==> config.mk <==
export PLATFORM = sky130hd
export DESIGN_NAME = ebiu_initiator
export DESIGN_NICKNAME = d
export VERILOG_FILES = /design/src/rtl/ebiu_initiator.sv
export SDC_FILE = /design/constraint.sdc
export NUM_CORES = 1
export LEC_CHECK = 0
export CAP_MARGIN = 20
export CORE_ASPECT_RATIO = 1.25
export CORE_MARGIN = 2
export CORE_UTILIZATION = 45
export DETAILED_ROUTE_END_ITERATION = 16
export PLACE_DENSITY = 0.86
export REMOVE_ABC_BUFFERS = 1
export SLEW_MARGIN = 20
export SYNTH_ARGS = -nofsm -noshare
export SYNTH_HDL_FRONTEND = slang
export SYNTH_SLANG_ARGS = --single-unit
==> constraint.sdc <==
create_clock -name I_clk -period 2.8 [get_ports I_clk]
set_input_delay 0.42 -clock I_clk [delete_from_list [all_inputs] [get_ports I_clk]]
set_output_delay 0.42 -clock I_clk [all_outputs]
set_load 0.05 [all_outputs]
==> src/rtl/ebiu_initiator.sv <==
// ebiu_initiator: async-memory bus master that turns single-word read/write commands into timed strobes.
// Build option: define EBIU_ARDY_EN to add the ARDY wait state, 8-bit timeout counter and O_rsp_err.
module ebiu_initiator #(
  parameter int SETUP_CYC  = 2,
  parameter int STROBE_CYC = 3,
  parameter int HOLD_CYC   = 1
`ifdef EBIU_ARDY_EN
  ,
  parameter int TIMEOUT_CYC = 255
`endif
) (
  input  logic        I_clk,
  input  logic        I_rst_n,
  input  logic        I_cmd_valid,
  output logic        O_cmd_ready,
  input  logic        I_cmd_we,
  input  logic [15:0] I_cmd_addr,
  input  logic [15:0] I_cmd_wdata,
  output logic        O_rsp_valid,
  output logic [15:0] O_rsp_rdata,
  output logic        O_rsp_err,
  output logic [15:0] O_addr,
  output logic        O_ams_n,
  output logic        O_are_n,
  output logic        O_awe_n,
  output logic [15:0] O_data,
  output logic        O_data_oe,
  input  logic [15:0] I_data,
  input  logic        I_ardy
);

  localparam int MAX_CYC = (SETUP_CYC > STROBE_CYC)
                         ? ((SETUP_CYC > HOLD_CYC) ? SETUP_CYC : HOLD_CYC)
                         : ((STROBE_CYC > HOLD_CYC) ? STROBE_CYC : HOLD_CYC);
  localparam int CW = $clog2(MAX_CYC + 1);
  localparam logic [CW-1:0] SETUP_LAST  = CW'(SETUP_CYC - 1);
  localparam logic [CW-1:0] STROBE_LAST = CW'(STROBE_CYC - 1);
  localparam logic [CW-1:0] HOLD_LAST   = CW'(HOLD_CYC - 1);

  typedef enum logic [2:0] {IDLE, SETUP, STROBE, WAIT, HOLD} state_t;

  state_t        state, next_state;
  logic [CW-1:0] cnt;
  logic          we;
  logic          accept;
  logic          done;
  logic          timeout;
  logic          strobe_next;

`ifdef EBIU_ARDY_EN
  localparam logic [7:0] TIMEOUT_LAST = 8'(TIMEOUT_CYC - 1);
  logic [7:0] wait_cnt;
`else
  logic unused_ardy;
  assign unused_ardy = I_ardy;
`endif

  assign accept      = I_cmd_valid && O_cmd_ready;
  assign strobe_next = (next_state == STROBE) || (next_state == WAIT);

  // NOTE: every signal gets a default before the case so no path leaves it unassigned and infers a latch.
  always_comb begin
    next_state = state;
    done       = 1'b0;
    timeout    = 1'b0;
    case (state)
      IDLE:   if (accept) next_state = SETUP;
      SETUP:  if (cnt == SETUP_LAST) next_state = STROBE;
      STROBE: if (cnt == STROBE_LAST) begin
`ifdef EBIU_ARDY_EN
        if (!I_ardy) begin
          next_state = WAIT;
        end else begin
          next_state = HOLD;
          done       = 1'b1;
        end
`else
        next_state = HOLD;
        done       = 1'b1;
`endif
      end
`ifdef EBIU_ARDY_EN
      // A ready on the timeout edge wins over the timeout.
      WAIT: begin
        if (I_ardy) begin
          next_state = HOLD;
          done       = 1'b1;
        end else if (wait_cnt >= TIMEOUT_LAST) begin
          next_state = HOLD;
          done       = 1'b1;
          timeout    = 1'b1;
        end
      end
`endif
      HOLD:    if (cnt == HOLD_LAST) next_state = IDLE;
      default: next_state = IDLE;
    endcase
  end

  // NOTE: sequential state uses non-blocking assignments so every register samples pre-edge values.
  always_ff @(posedge I_clk or negedge I_rst_n) begin
    if (!I_rst_n) begin
      state <= IDLE;
      cnt   <= '0;
    end else begin
      state <= next_state;
      if (next_state != state || state == IDLE) cnt <= '0;
      else                                      cnt <= cnt + 1'b1;
    end
  end

`ifdef EBIU_ARDY_EN
  always_ff @(posedge I_clk or negedge I_rst_n) begin
    if (!I_rst_n) begin
      wait_cnt  <= '0;
      O_rsp_err <= 1'b0;
    end else begin
      O_rsp_err <= done && timeout;
      if (state != WAIT)          wait_cnt <= '0;
      else if (wait_cnt != 8'hFF) wait_cnt <= wait_cnt + 8'd1;
    end
  end
`else
  assign O_rsp_err = 1'b0;
`endif

  // Bus pins are registered from next_state so strobes are glitch-free and reset drops them at once.
  always_ff @(posedge I_clk or negedge I_rst_n) begin
    if (!I_rst_n) begin
      O_cmd_ready <= 1'b1;
      O_rsp_valid <= 1'b0;
      O_rsp_rdata <= '0;
      O_addr      <= '0;
      O_data      <= '0;
      O_data_oe   <= 1'b0;
      O_ams_n     <= 1'b1;
      O_are_n     <= 1'b1;
      O_awe_n     <= 1'b1;
      we          <= 1'b0;
    end else begin
      O_cmd_ready <= (next_state == IDLE);
      O_ams_n     <= (next_state == IDLE);
      O_are_n     <= !(strobe_next && !we);
      O_awe_n     <= !(strobe_next && we);
      O_data_oe   <= (next_state != IDLE) && (accept ? I_cmd_we : we);
      O_rsp_valid <= done;
      if (accept) begin
        we     <= I_cmd_we;
        O_addr <= I_cmd_addr;
        O_data <= I_cmd_wdata;
      end
      if (done) O_rsp_rdata <= (we || timeout) ? 16'h0000 : I_data;
    end
  end

endmodule

; ---- Word level (Yosys, flattened, before mapping)
; Index checks and enable logic that the tools add are counted.
[totals]
regBits = 59
inputBits = 53
output_inout_bits = 55
wordCells = 43
[op_classes]
n_addsub = 1
eq_ne = 8
muxes = 10
n_reduce_logical = 13
[ops]
columns = cell, n
row1 = $mux 16, 1
row2 = $mux 3, 4
row3 = $pmux 3 s4, 1
row4 = $eq 3x2->1 const B, 3
row5 = $logic_not 3->1, 2
row6 = $logic_and 1x1->1, 4
row7 = $eq 3x1->1 const B, 1
row8 = $eq 3x3->1 const B, 1
row9 = $logic_not 1->1, 3
row10 = $mux 1, 3
row11 = $ne 3x3->1, 1
row12 = $reduce_bool 3->1, 1
row13 = $add 2x1->2 const B, 1
row14 = $eq 2x1->1 const B, 1
row15 = $eq 2x2->1 const B, 1
row16 = $logic_not 2->1, 1
row17 = $logic_or 1x1->1, 2
row18 = $mux 2, 1

; ---- Depth between registers and ports, before layout
; Gate-level depths: netlist of the first run.
[depth]
ltp_word = 7
mapped_depth = 6
mapped_depth_nobuf = 5

; ---- Least setup slack after synthesis of the first run
; OpenSTA, ideal clock, no wires.
[synth_timing]
kind = reg2reg
start = register O_ams_n (netlist name)
end = register O_addr[0]
setup_ps = 125
t_arrival_ps = 1361
t_required_ps = 2675
setup_slack_ps = 1315
path_stages_with_launch = 4
path_buffers = 1
synth_period_minus_slack_ps = 1485
path_cell_list = dfstp_2 -> nand2_1 -> buf_2 -> mux2_2
[synth_rtl]
columns = item, line_no
row1 = to (signal assigned), 149  ; O_addr <= I_cmd_addr;
row2 = to (decl), 22  ; output logic [15:0] O_addr,

==> results of run 1 <==
[registers in the layout (all words and copies together) (netlist names)]
| name | cells |
|---|---|
| O_rsp_valid | 1 |
| cnt | 2 |
| O_addr | 16 |
| state | 3 |
| O_data_oe | 1 |
| O_awe_n | 1 |
| O_ams_n | 1 |
| O_are_n | 1 |
| O_data | 16 |
| we | 1 |
| O_rsp_rdata | 16 |
[cell type report]
type	instances	area (µm²)
multi-input combinational	108	835
fill	367	1430
inverter	4	15.0
timing repair buffer	108	1080
clock buffer	14	163
sequential	59	1480
clock inverter	2	35.0
tap	62	77.6
[cells in the final DEF (no fill, tap or decap), types with 2 or more instances in the layout]
cell | Yosys | routed
clkdlybuf4s50_1 | 0 | 104
mux2_2 | 34 | 34
inv_1 | 4 | 4
clkbuf_1 | 3 | 3
nor2b_1 | 3 | 3
o21ai_1 | 2 | 2
nand2_1 | 18 | 18
o21ai_0 | 14 | 14
nor2_1 | 5 | 5
clkbuf_8 | 0 | 11
dfstp_2 | 3 | 3
ha_1 | 3 | 3
nand2b_1 | 17 | 17
dfrtp_1 | 56 | 56
[through the flow]
stage	total power, mW	hold slack [ns]	cells	setup WS, ns
after CTS	5.23	0.486	357	0.663
after global routing	5.42	0.507	357	0.645
final	5.17	0.478	357	0.691
after floorplan	3.42	0.124	171	0.486
after detailed placement	4.44	0.324	340	0.713
after global placement	4.38	0.314	340	0.728
[timing repair]
item | CTS | global route
endpoints found under the hold margin | 12 | 0
hold buffers | 1 | 0
gates resized for setup | 0 | 0
[power by group through the flow]
stage,Clock (mW),Combinational (mW),Sequential [mW]
3_3_place_gp,0,2.87,1.51
3_5_place_dp,0,2.91,1.53
5_1_grt,0.826,3.00,1.59
2_1_floorplan,0,0.563,2.85
6_report,0.765,2.89,1.52
4_1_cts,0.787,2.91,1.53
[cell families after synthesis]
logic type | Yosys count
DFF | 59
other | 1
AOI/OAI and AO/OA | 21
buffers and inverters | 16
muxes | 34
and+or+nand+nor | 49
adders and majority gates | 3
[routing by layer]
layer  share of wire  track usage  vias to the layer above
li1                -            -                      826
met1            0.39        0.211                      802
met2            0.49        0.281                       73
met3           0.091       0.0811                       10
met4           0.022       0.0980                        0
met5               0            0                        -
[final timing paths]
kind / start / end / slack [ns] / depth (start not counted)
worst max-delay path: O_ams_n / O_cmd_ready / 0.69 / 1
worst min-delay path: cnt[0] / cnt[0] / 0.48 / 1
worst max register to register: O_ams_n / O_addr[9] / 1.14 / 3
worst min register to register: cnt[0] / cnt[0] / 0.48 / 1
max in group asynchronous: I_rst_n / cnt[0] / 1.42 / 3
min in group asynchronous: I_rst_n / O_addr[4] / 0.50 / 2
[worst register-to-register path, stage by stage (launching register included)]
cell and delay (ns):
dfstp_2 0.55, nand2_1 0.38, buf_12 0.33, mux2_2 0.28
==> flow_summary_export.csv, run 1 <==
group,metric,value,unit
outcome,outcome,"completed",
timing,worstMarginPinSlew,0.647,ns
synth,synth_top_family_by_area,"multiplexers",
clock_network,tritoncts,"yes",
critical_path,max_stage_delay,0.81,ns
synth,yosys.area_share.adder,0.0156,
timing,rsz0062_at_grt,"no",
timing,skew,0.00802,ns
critical_path,cp-end-kind,"output pin",
timing,fmax,474,MHz
critical_path,crit_fanout,4,
power,swShare,0.457,
route,ant_nets,0,
timing,maxSlewViolCount,0,
placed_design,post-dp-hpwl,3680,µm
clock_network,cts.sinks,59,
power,combPwrFrac,0.558,
power,p_int,2.81,mW
finish,fin_area,3690,µm²
die,dieHeight,85.7,µm
route,drc,0,
critical_path,cp-start-kind,"flop",
finish,final_nets,346,
power,power_density,1400,nW/µm²
critical_path,cp_slowest_cell,"clkdlybuf4s50_1",
clock_network,clk_pin_slew,0.06,ns
clock_network,cts.path.max_buffers,2,
route,drt_iter0_markers,65,
route,routedWlPerCell,14.3,µm
synth,netlist_area,2400,µm²
global_route,overflow,0,
route,wirelength,5110,µm
synth,synthFlopType,"dfrtp_1",
timing,setup_viol,0,
finish,drive_gt1_frac,0.193,
clock_network,cts_buffers,9,
route,via_count,1711,
route,dr.pass1.iters,4,
synth,yosysTopAreaCell,"dfrtp_1",
synth,synthCells,183,
die,dieWidth,69.4,µm
run,drv_cap,0,
timing,max-slew-margin-rel,0.568,
global_route,grt_max_degree,48,
synth,async_flop_share,1.00,
route,drt-vias-per-instance,4.79,
die,initial_core_util,0.470,
synth,avgSynthCellArea,13.1,µm²
timing,fin_crit_sh,0.753,
power,power.switching,2.37,mW
power,leakage,1.57,nW
timing,hold_viol,0,
global_route,grt_antenna_before_repair,0,
critical_path,crit_chain,"clkdlybuf4s50_1",
die,coreArea,5120,µm²
synth,synth-simple-area-share,0.118,
placed_design,gp_congestion,0.752,
placed_design,placed_area,3480,µm²
critical_path,critPathKind,"reg -> out",
synth,synth-compound-area-share,0.0526,
synth,yosysMostFrequentCell,"dfrtp_1",
critical_path,crit_buf_inv,1,
synth,synth_cell_types,27,
synth,synth_edf_count,0,
critical_path,critPathRequiredTime,2.38,ns
finish,final_core_util,0.721,
finish,diodes,0,
synth,yosysSeqAreaShare,0.616,
die,pin_count,108,
power,clkPwrFrac,0.148,
global_route,grt_usage,0.181,
clock_network,clkLatencyLatePin,0.33,ns
finish,syn_to_final_growth,53.5,%
critical_path,cp.arrival,1.69,ns
worst_hold_path,hold_class,"reg -> reg",
power,peakVddDrop,0.000731,V
critical_path,critical-path-top-delay-family,"buffers and inverters",
timing,tns,0,ns
global_route,grt_pass1_wl,8120,µm
die,dieArea,5950,µm²
clock_network,cts_setup_buffers,0,
synth,ys_top_cells_by_area,"dfrtp_1 58%, mux2_2 16%, nand2b_1 4.4%",
clock_network,root_buffer,"clkbuf_8",
die,num_rows,29,
synth,synthXorXnorAreaFrac,0,
synth,yosysTopAreaCellShare,0.583,
placed_design,numPortBuffers,105,
clock_network,htree_levels,3,
global_route,grt_pass1_vias,1698,
timing,min_period,2.11,ns
synth,ys_warn_count,0,
synth,muxShareOfSynthArea,0.159,
synth,ys_ff_latch,59,
synth,synthTopCellsByCount,"56 x dfrtp_1, 34 x mux2_2, 18 x nand2_1, 17 x nand2b_1, 14 x o21ai_0",
power,seqPwrFrac,0.294,
Note: power is estimated with default switching activity, not from simulation.
==> run 2, diff against run 1 <==
--- a/config.mk
+++ b/config.mk
@@ -8,9 +8,9 @@
 export CAP_MARGIN = 20
 export CORE_ASPECT_RATIO = 1.25
 export CORE_MARGIN = 2
-export CORE_UTILIZATION = 45
+export CORE_UTILIZATION = 37
 export DETAILED_ROUTE_END_ITERATION = 16
-export PLACE_DENSITY = 0.86
+export PLACE_DENSITY = 0.75
 export REMOVE_ABC_BUFFERS = 1
 export SLEW_MARGIN = 20
 export SYNTH_ARGS = -nofsm -noshare
==> constraint.sdc (replaced) <==
create_clock -name I_clk -period 1.9 [get_ports I_clk]
set_input_delay 0.285 -clock I_clk [delete_from_list [all_inputs] [get_ports I_clk]]
set_output_delay 0.285 -clock I_clk [all_outputs]
set_load 0.05 [all_outputs]
==> run 2 against run 1 <==
Non-clock buffer count grew 1; hold slack lost 0.12 ns; final cell count grew 6.7%; final area is essentially flat; sequential power grew 47%; count of clock-buffer cells in the layout shrank 5; combinational power grew 47%; utilization shrank 13 points; total power grew 43%; critical path depth is the same; global-route usage shrank 3.1 points; die area grew 20%; critical path type unchanged.
==> flow_summary_export.csv, run 2 (synthesis gave the netlist of run 1 again) <==
group,metric,value,unit
outcome,outcome,"completed",
route,drt_iter0_markers,30,
timing,skew,0.00863,ns
placed_design,gp_congestion,0.709,
critical_path,crit_chain,"clkdlybuf4s50_1",
finish,final_cell_mix,"100 x clkdlybuf4s50_1, 56 x dfrtp_1, 34 x mux2_2, 18 x nand2_1, 17 x nand2b_1",
clock_network,ctsHoldBuffers,1,
global_route,grt_usage,0.150,
timing,fmax,558,MHz
route,dr.pass1.iters,4,
power,clkPwrFrac,0.128,
timing,tns,0,ns
critical_path,critPathRequiredTime,1.62,ns
route,met2_length,2360,µm
worst_hold_path,hold_class,"in -> async",
power,swShare,0.473,
clock_network,cts.sinks,59,
clock_network,clk_pin_slew,0.07,ns
route,wirelength,4960,µm
power,leakage,1.55,nW
power,seqPwrFrac,0.300,
finish,mostFrequentLayoutCell,"clkdlybuf4s50_1",
clock_network,cts.path.max_buffers,2,
route,wl_met3,462,µm
critical_path,cp.arrival,1.51,ns
timing,rsz0062_at_grt,"no",
route,routedWlPerCell,13.0,µm
placed_design,place_ws,0.277,ns
power,combPwrFrac,0.572,
timing,worst_slack,0.106,ns
finish,diodes,0,
timing,setup_viol,0,
die,num_rows,32,
route,drc,0,
finish,num-fill-cells,554,
die,dieHeight,94.1,µm
route,wl_met1,2060,µm
critical_path,crit_fanout,2,
run,drv_cap,0,
finish,syn_to_final_growth,53.4,%
clock_network,clkLatencyLatePin,0.33,ns
timing,fin_crit_sh,0.944,
die,dieWidth,76.1,µm
critical_path,cp-end-kind,"output pin",
global_route,overflow,0,
power,peakVddDrop,0.000887,V
global_route,grt_pass1_vias,1755,
critical_path,cp_slowest_cell,"clkdlybuf4s50_1",
critical_path,critPathKind,"reg -> out",
critical_path,max_stage_delay,0.83,ns
die,pin_count,108,
global_route,grt_max_degree,34,
timing,worstMarginPinSlew,0.526,ns
route,top_layer_used,"met4",
die,coreArea,6250,µm²
finish,drive_gt1_frac,0.220,
global_route,grt_antenna_before_repair,0,
die,dieArea,7160,µm²
power,p_int,3.91,mW
timing,maxSlewViolCount,0,
route,via_count,1739,
placed_design,numPortBuffers,105,
clock_network,htree_levels,3,
power,power.switching,3.51,mW
finish,final_nets,347,
clock_network,root_buffer,"clkbuf_8",
timing,hold_slack,0.359,ns
global_route,grt_pass1_wl,8310,µm
clock_network,cts.repair.resized,0,
critical_path,cp-start-kind,"flop",
placed_design,post-dp-hpwl,3560,µm
clock_network,cts_setup_buffers,0,
timing,hold_viol,0,
timing,max-slew-margin-rel,0.648,
route,ant_nets,0,
die,initial_core_util,0.385,
timing,min_period,1.79,ns
critical_path,critical-path-top-delay-family,"buffers and inverters",
critical_path,crit_buf_inv,1,
clock_network,cts_buffers,9,
power,power_density,2010,nW/µm²
finish,largestRegisters,"O_addr x16, O_data x16, O_rsp_rdata x16",
clock_network,tritoncts,"yes",
route,drt-vias-per-instance,4.56,
==> run 2: per-layer routing <==
layer,global-route usage,up-vias
met3,0.0625,8
met5,0,-
met1,0.177,826
met4,0.0682,0
li1,-,829
met2,0.240,76
==> run 2: worst paths after layout <==
check                           cells past startpoint         endpoint             from  slack (ns)
worst max register to register                      4   O_rsp_rdata[4]           cnt[0]        0.34
worst min-delay path                                2        O_addr[7]          I_rst_n        0.36
worst min register to register                      1           cnt[0]           cnt[0]        0.46
max in group asynchronous                           3          O_awe_n          I_rst_n        0.88
min in group I_clk                                  1           cnt[0]           cnt[0]        0.46
worst max-delay path                                1  O_rsp_rdata[11]  O_rsp_rdata[11]        0.11
==> run 2: power by group through the flow <==
stage	Combinational, mW	Clock, mW	Sequential, mW
after floorplan	0.829	0	4.21
after global placement	4.23	0	2.22
after detailed placement	4.28	0	2.25
after CTS	4.28	0.985	2.24
after global routing	4.43	1.04	2.32
final	4.24	0.947	2.23
==> run 2: per-stage QoR <==
step	total power, mW	cell area [µm²]	std cells	utilization
6_report	7.42	3690	381	0.590
5_1_grt	7.79	3690	381	0.590
4_1_cts	7.51	3690	381	0.590
3_5_place_dp	6.53	3510	364	0.561
3_3_place_gp	6.45	3510	364	0.561
2_1_floorplan	5.04	2330	171	-
==> run 2: area by class of cell <==
| class | count | area (µm²) | share of cell area |
|---|---|---|---|
| Tap cell | 85 | 106 | 0.0289 |
| Clock buffer | 9 | 124 | 0.0336 |
| Inverter | 4 | 15.0 | 0.00407 |
| Multi-Input combinational cell | 108 | 835 | 0.226 |
| Timing Repair Buffer | 109 | 1080 | 0.293 |
| Clock inverter | 7 | 45.0 | 0.0122 |
| Sequential cell | 59 | 1480 | 0.402 |
